===== src/rtl/mod10_counter.sv =====
`default_nettype none
// ============================================================================
//  Module   : mod10_counter
//  Brief    : Free-running modulo-MODULUS up-counter (decade / BCD digit stage)
//             with asynchronous active-high clear and self-recovery from
//             out-of-range states.
//  Revision : 1.0 - initial release
// ============================================================================
module mod10_counter #(
    parameter int MODULUS = 10,
    parameter int WIDTH   = 4
) (
    input  logic             clk,
    input  logic             rst,
    output logic [WIDTH-1:0] count
);

    localparam logic [WIDTH-1:0] c_last = WIDTH'(MODULUS - 1);

    logic [WIDTH-1:0] r_count;
    logic             w_wrap;

    // Using >= rather than == folds the wrap and any upset (illegal) state into
    // the same clear path, so the counter can never lock up above c_last.
    assign w_wrap = (r_count >= c_last);

    always_ff @(posedge clk or posedge rst) begin
        if (rst) begin
            r_count <= '0;
        end else if (w_wrap) begin
            r_count <= '0;
        end else begin
            r_count <= r_count + 1'b1;
        end
    end

    assign count = r_count;

endmodule
`default_nettype wire


===== config.mk =====
export PLATFORM = sky130hd
export DESIGN_NAME = mod10_counter
export DESIGN_NICKNAME = d
export VERILOG_FILES = /design/src/rtl/mod10_counter.sv
export SDC_FILE = /design/constraint.sdc
export NUM_CORES = 1
export LEC_CHECK = 0
export CAP_MARGIN = 40
export CELL_PAD_IN_SITES_DETAIL_PLACEMENT = 0
export CELL_PAD_IN_SITES_GLOBAL_PLACEMENT = 1
export CORE_AREA = 2 2 39 41
export CTS_CLUSTER_SIZE = 20
export DETAILED_ROUTE_END_ITERATION = 8
export DIE_AREA = 0 0 41 43
export DONT_BUFFER_PORTS = 1
export PLACE_DENSITY = 0.42
export SYNTH_ARGS = -nofsm -noshare
export SYNTH_HDL_FRONTEND = slang
export SYNTH_SLANG_ARGS = --single-unit
export TNS_END_PERCENT = 5

===== constraint.sdc =====
create_clock -name clk -period 1.7 [get_ports clk]
set_input_delay 0.34 -clock clk [delete_from_list [all_inputs] [get_ports clk]]
set_output_delay 0.34 -clock clk [all_outputs]
set_load 0.05 [all_outputs]

* Word-level counts from Yosys, hierarchy flattened
Cells that the tools add are included.
Widths: inputs -> output; s select.
** Storage, ports and cells
- Memories kept :: 0
- Bits in read-only memories :: 0
- Latch bits :: 0
- Memory bits (writable) :: 0
- Input bits :: 2
- Output and inout port bits :: 4
- Register bits :: 4
** Operators by class
- Equality and inequality tests :: 0
- Shift operators :: 0
- Reductions and logical operators :: 0
- $lt $le $gt $ge :: 1
- Multiplexer cells :: 1
- Div/mod/pow operators :: 0
- Multipliers :: 0
- Bitwise gates (word level) :: 0
- Add/subtract/negate cells :: 1
** Operators with widths (number)
- $add 4x1->4 const B :: 1
- $ge 4x4->1 const B :: 1
- $mux 4 :: 1

* Longest topological paths before layout
Gate-level depths: netlist of run 1.
- Depth in word-level cells :: 2
- Mapped depth :: 4

* Least setup slack after synthesis of run 1
Ideal clock, no wire load.
- Kind :: reg2reg
- Start point :: register r_count[1] (netlist: count[1])
- End point :: register r_count[0] (netlist: count[0])
- Library setup time :: 0.085 ns
- Path slack :: 0.127 ns
- Data required time :: 1.615 ns
- Buffers on the path :: 0
- Cell stages (with the launch flop) :: 5
- Clock period less this slack :: 1.573 ns
- Arrival :: 1.489 ns
- Cells stage by stage :: dfrtp_1 > inv_1 > ha_1 > or3b_4 > a21oi_1
** On the way
- Word-level cells in the longest chain between the ends :: 2
** RTL lines
- start, declared :: line 20 : logic [WIDTH-1:0] r_count;
- start signal, assigned :: line 33 : r_count <= r_count + 1'b1;
- $ge 4x4->1 :: line 25 : assign w_wrap = (r_count >= c_last);
- $mux 4 :: line 30 : end else if (w_wrap) begin
No other way between the ends.

* Worst setup path in the final report of run 1
- Start point :: register r_count[3] (netlist: count[3])
- End point :: output count[3]
** RTL lines
- end, declared :: line 15 : output logic [WIDTH-1:0] count
No word-level cell between the ends.

==> impl_results.md, run 1 <==
* Status: complete, no violations
* Critical path class: reg2out
* Data arrival, critical path at 950 ps
* Starting DRT DRC Count at 3
* Period utilization at 76.0%
* Pwr per Cell Area at 781 mW/mm²
* Final HPWL DP at 322 µm
* Final GP Congestion at 0.588
* Critical path depth at 0
* Ant. Diodes at 0
* Routed WL per cell at 9.22 µm
* Die footprint at 0.00176 mm²
* Synth area leader: dfrtp_1
* Sequential power share at 43.0%
* Fin. max-slew vios at 0
* Clock Path Buffers at 2
* Core area at 0.00138 mm²
* CP endpoint kind: primary output
* Tmin final at 1290 ps
* HP Class: in2async
* Synth area leaders: dfrtp_1, ha_1, inv_1
* Hold slack at 424 ps
* Resized cells post-CTS at 0
* Crit Path Max Fanout at 5
* Data required time of the worst path at 1360 ps
* Max-cap violation count at 0
* Internal Dissipation at 177 µW
* Gr ovfl total at 0
* Peak VDD IR at 0.000192 V
* Filler cells at 158
* Syn avg cell area at 11.7 µm²
* Yosys top cell area share at 47.6%
* Yosys warns at 0
* R2R depth at 3
* DRC at 0
* Nets at 32
* FF-to-FF End: count[0]
* Fin area at 285 µm²
* Synth Instances at 18
* Mapped cell area at 210 µm²
* First-pass GRT wire length at 662 µm
* Setup Skew at 6.90 ps
* Later-pin clock latency in the skew report at 240 ps
* RR Startpoint: count[0]
* CP startpoint kind: flop
* Gr usage total at 6.61%
* I/O Buffers at 0
* Most frequent cells in the layout: inv_1, dfrtp_1, ha_1, clkbuf_4, buf_4
* Net switching fraction of the power at 20.7%
* Root buffer cell: clkbuf_4
* Synth-to-Final Area Change at 35.7%
* Post-layout util at 20.6%
* Layout cell share with drive strength beyond 1 at 32.0%
* Crit path to: count[3]
* Net Switching at 46.0 µW
* Via count at 148
* Setup TNS at 0 ps
* Post-synthesis cell type count at 10
* Synth Register Bits at 4
* Largest net degree at the start of global routing at 6
* Initial Util at 15.2%
* TritonCTS clock tree: yes
* Total CTS buffers at 3
* CTS clk-pin slew, worst paths at 40 ps
* FF-to-FF setup slack at 440 ps
* Area after DPL at 253 µm²
* Initial antenna violation count at 0
* Rows at 14
* Largest register FFs at 4
* Die Y-Extent at 43 µm
* Static Leak at 0.000134 µW
* Final setup violating endpoints at 0
* CTS H-tree lvls at 1
* Max Freq at 0.774 GHz
* Comb pwr share at 1.7%
* Die W at 41 µm
* DRT Wirelength at 378 µm
* Crit path from: count[3]
* DRT antenna net count at 0
* Vias/cell at 3.61
* Clock Power Share at 55.3%
* Sequential-to-total area share from yosys stat at 47.6%
* Num ports at 6
* Total chip power at 223 µW
* Clk sinks at 4
* Worst slew pin tran at 598 ps
* Final hold vios at 0
* RSZ-0062 raised after global routing: no
* Worst relative slew slack at 60.1%
* Net Count, Synth at 23
* DRT Pass-1 Iters at 2
* Vias in the first global route at 169
per-layer routing:
| metal | wire length (µm) | GRT usage [%] | part of all wire, % | vias up |
|---|---|---|---|---|
| met2 | 211 | 9.06 | 56 | 6 |
| met5 | 0 | 0 | 0 | - |
| met4 | 23 | 10.0 | 6.1 | 0 |
| li1 | - | - | - | 73 |
| met1 | 125 | 5.11 | 33 | 67 |
| met3 | 17 | 3.14 | 4.5 | 2 |
metrics by stage:
stage / setup WS (ps) / std cells
after floorplan: 127 / 18
after global placement: 455 / 37
after detailed placement: 435 / 37
after CTS: 395 / 41
after global routing: 369 / 41
final: 409 / 41
synthesized netlist by cell type:
cell type and instances:
or3b_4 1, dfrtp_1 4, a21boi_2 1, inv_1 4, nand3_1 1, mux2i_1 1
a21oi_1 1, xnor2_1 1, o22ai_1 1, ha_1 3
logic make-up (layout without fill, tap and decap cells):
logic type	count (synthesis)	after routing	synth area share, %
muxes	1	1	4.76
AOI/OAI and AO/OA	3	3	10.7
DFF	4	4	47.6
and+or+nand+nor	2	2	7.74
xor gates and xnor gates	1	1	4.17
buffers and inverters	4	11	7.14
adders and majority gates	3	3	17.9
power groups by stage:
stage	registers, µW	logic (µW)	clock network, µW
4_1_cts	95.7	4.23	126
6_report	95.7	3.80	123
2_1_floorplan	96.9	1.59	0
3_5_place_dp	96.9	2.41	0
3_3_place_gp	96.9	2.26	0
5_1_grt	95.5	4.64	136
what timing repair did:
item | 4_1_cts | 5_1_grt
hold buffers | 1 | 0
setup buffers | 0 | 0
hold endpoints to repair | 4 | 0
how the worst min path moves through the flow:
stage	end	slack, ps
detailed placement	count[1]	140
CTS	count[0]	440
floorplan	count[0]	110
global route	count[2]	450
global placement	count[1]	130
finish	count[2]	420
layout make-up:
type	instances	area (µm²)	area share (%)
Sequential cell	4	100	35.1
Multi-Input combinational cell	10	95.1	33.3
Timing Repair Buffer	4	32.5	11.4
Clock buffer	3	22.5	7.89
Tap cell	16	20.0	7.02
Inverter	4	15.0	5.26
Note: power is estimated with default switching activity, not from simulation.
==> run 2: changes to the inputs <==
- clock period: 1.7 -> 1.2 ns (I/O delays scaled with it)
==> impl_results.md, run 2 (same netlist as run 1, synthesis figures left out) <==
* TritonCTS clock tree: yes
* Max Freq at 0.803 GHz
* RSZ-0062 raised after global routing: yes
* Top delay family on crit path: flip-flops
* Most common cell after layout, fill and taps aside: buf_4
* CTS clk-pin slew, worst paths at 40 ps
* GR Util met2 at 8.44%
* Crit Path Max Fanout at 4
* RR Startpoint: count[0]
* Gr usage total at 6.05%
* Met1 Use GR at 7.17%
* FF-to-FF setup slack at -50 ps
* Initial Util at 15.2%
* Clk sinks at 4
* Critical path class: reg2reg
* Die Y-Extent at 43 µm
* Tmin final at 1250 ps
* Via count at 161
* Fin area at 345 µm²
* Core area at 0.00138 mm²
* Layout cell share with drive strength beyond 1 at 71.4%
* Final hold vios at 0
* I/O Buffers at 0
* DRC at 0
* Root buffer cell: clkbuf_4
* Most used routing layer in global routing: met2
* Rows at 14
* HP Class: in2async
* DRT antenna net count at 0
* CP startpoint kind: flop
* Gr ovfl total at 0
* Vias/cell at 3.66
* Setup ws final at -45.7 ps
* Largest net degree at the start of global routing at 6
* DRT Pass-1 Iters at 2
* Vias in the first global route at 192
* Area after DPL at 277 µm²
* Final setup violating endpoints at 4
* Initial antenna violation count at 0
* Critical path's slowest cell: dfrtp_2
* Ant. Diodes at 0
* Pwr per Cell Area at 917 mW/mm²
* Status: finished with violations
* Most frequent cells in the layout: buf_4, clkbuf_4
* Clock Path Buffers at 2
* Final GP Congestion at 0.736
* Critical Path, Cell by Cell: ha_2 -> or3b_4 -> mux2i_1
* Data required time of the worst path at 1350 ps
* Peak VDD IR at 0.000512 V
* Worst relative slew slack at 84.5%
* Failing checks: negative setup slack
* Data arrival, critical path at 1390 ps
* Worst slew pin tran at 232 ps
* Filler cells at 150
* Max-cap violation count at 0
* Post-layout util at 25.0%
* First-pass GRT wire length at 731 µm
* FF-to-FF End: count[3]
* WP buf/inv at 0
* Met3 Use GR at 2.62%
* Setup Skew at 4.92 ps
* Num ports at 6
* Setup bufs post-CTS at 0
* Crit path largest cell delay at 430 ps
* Fin. max-slew vios at 0
* DRT Wirelength at 404 µm
* Routed WL per cell at 9.18 µm
* Seq. cell area at 103 µm²
* CP endpoint kind: flop
* Die footprint at 0.00176 mm²
* Later-pin clock latency in the skew report at 230 ps
* CTS H-tree lvls at 1
* Synth-to-Final Area Change at 64.3%
* R2R depth at 3
* Starting DRT DRC Count at 1
* Die W at 41 µm
* Static Leak at 0.000141 µW
* Total CTS buffers at 3
* Largest register FFs at 4
* Nets at 34
* Period utilization at 104%
* Footprint of the multi-input gates at 130 µm²
==> run 2: how the worst max path moves through the flow <==
stage          cells after the start       end     start  slack (ps)
6_report                           3  count[3]  count[0]         -50
3_5_place_dp                       4  count[3]  count[0]         -50
4_1_cts                            3  count[3]  count[0]         -60
2_1_floorplan                      4  count[3]  count[1]        -140
3_3_place_gp                       4  count[2]  count[0]         -40
5_1_grt                            3  count[3]  count[0]         -80
==> run 2: area by class of cell <==
cell class                      count  area share [%]
Sequential cell                     4            29.7
Timing Repair Buffer                6            14.9
Inverter                            4            4.35
Tap cell                           16            5.80
Clock buffer                        4            7.61
Multi-Input combinational cell     10            37.7
==> run 2: power breakdown <==
group	internal, µW	switching [µW]	total [µW]
combinational	2.39	2.84	5.23
sequential	136	0	136
clock	125	51.2	176
==> run 2: layer usage <==
layer | up-vias | wire length [µm]
li1 | 81 | -
met1 | 75 | 159
met2 | 5 | 201
met3 | 0 | 43
met4 | 0 | 0
met5 | - | 0
==> run 2: what timing repair did <==
| item | CTS | global route |
|---|---|---|
| pin swaps | 2 | 0 |
| resized for setup | 5 | 2 |
| hold buffers | 1 | 0 |
| endpoints found under the hold margin | 4 | 0 |
| endpoints found under the setup margin | 4 | 5 |
==> run 2: metrics by stage <==
stage / hold slack [ps] / power [µW] / worst slack, ps / instances / TNS, ps
after floorplan: 5.95 / 140 / -143 / 18 / -539
after global placement: 16.8 / 140 / -42.8 / 39 / -117
after detailed placement: 24.9 / 140 / -49.3 / 39 / -146
after CTS: 336 / 328 / -58.3 / 44 / -153
after global routing: 345 / 334 / -81.1 / 44 / -269
final: 332 / 317 / -45.7 / 44 / -92.8
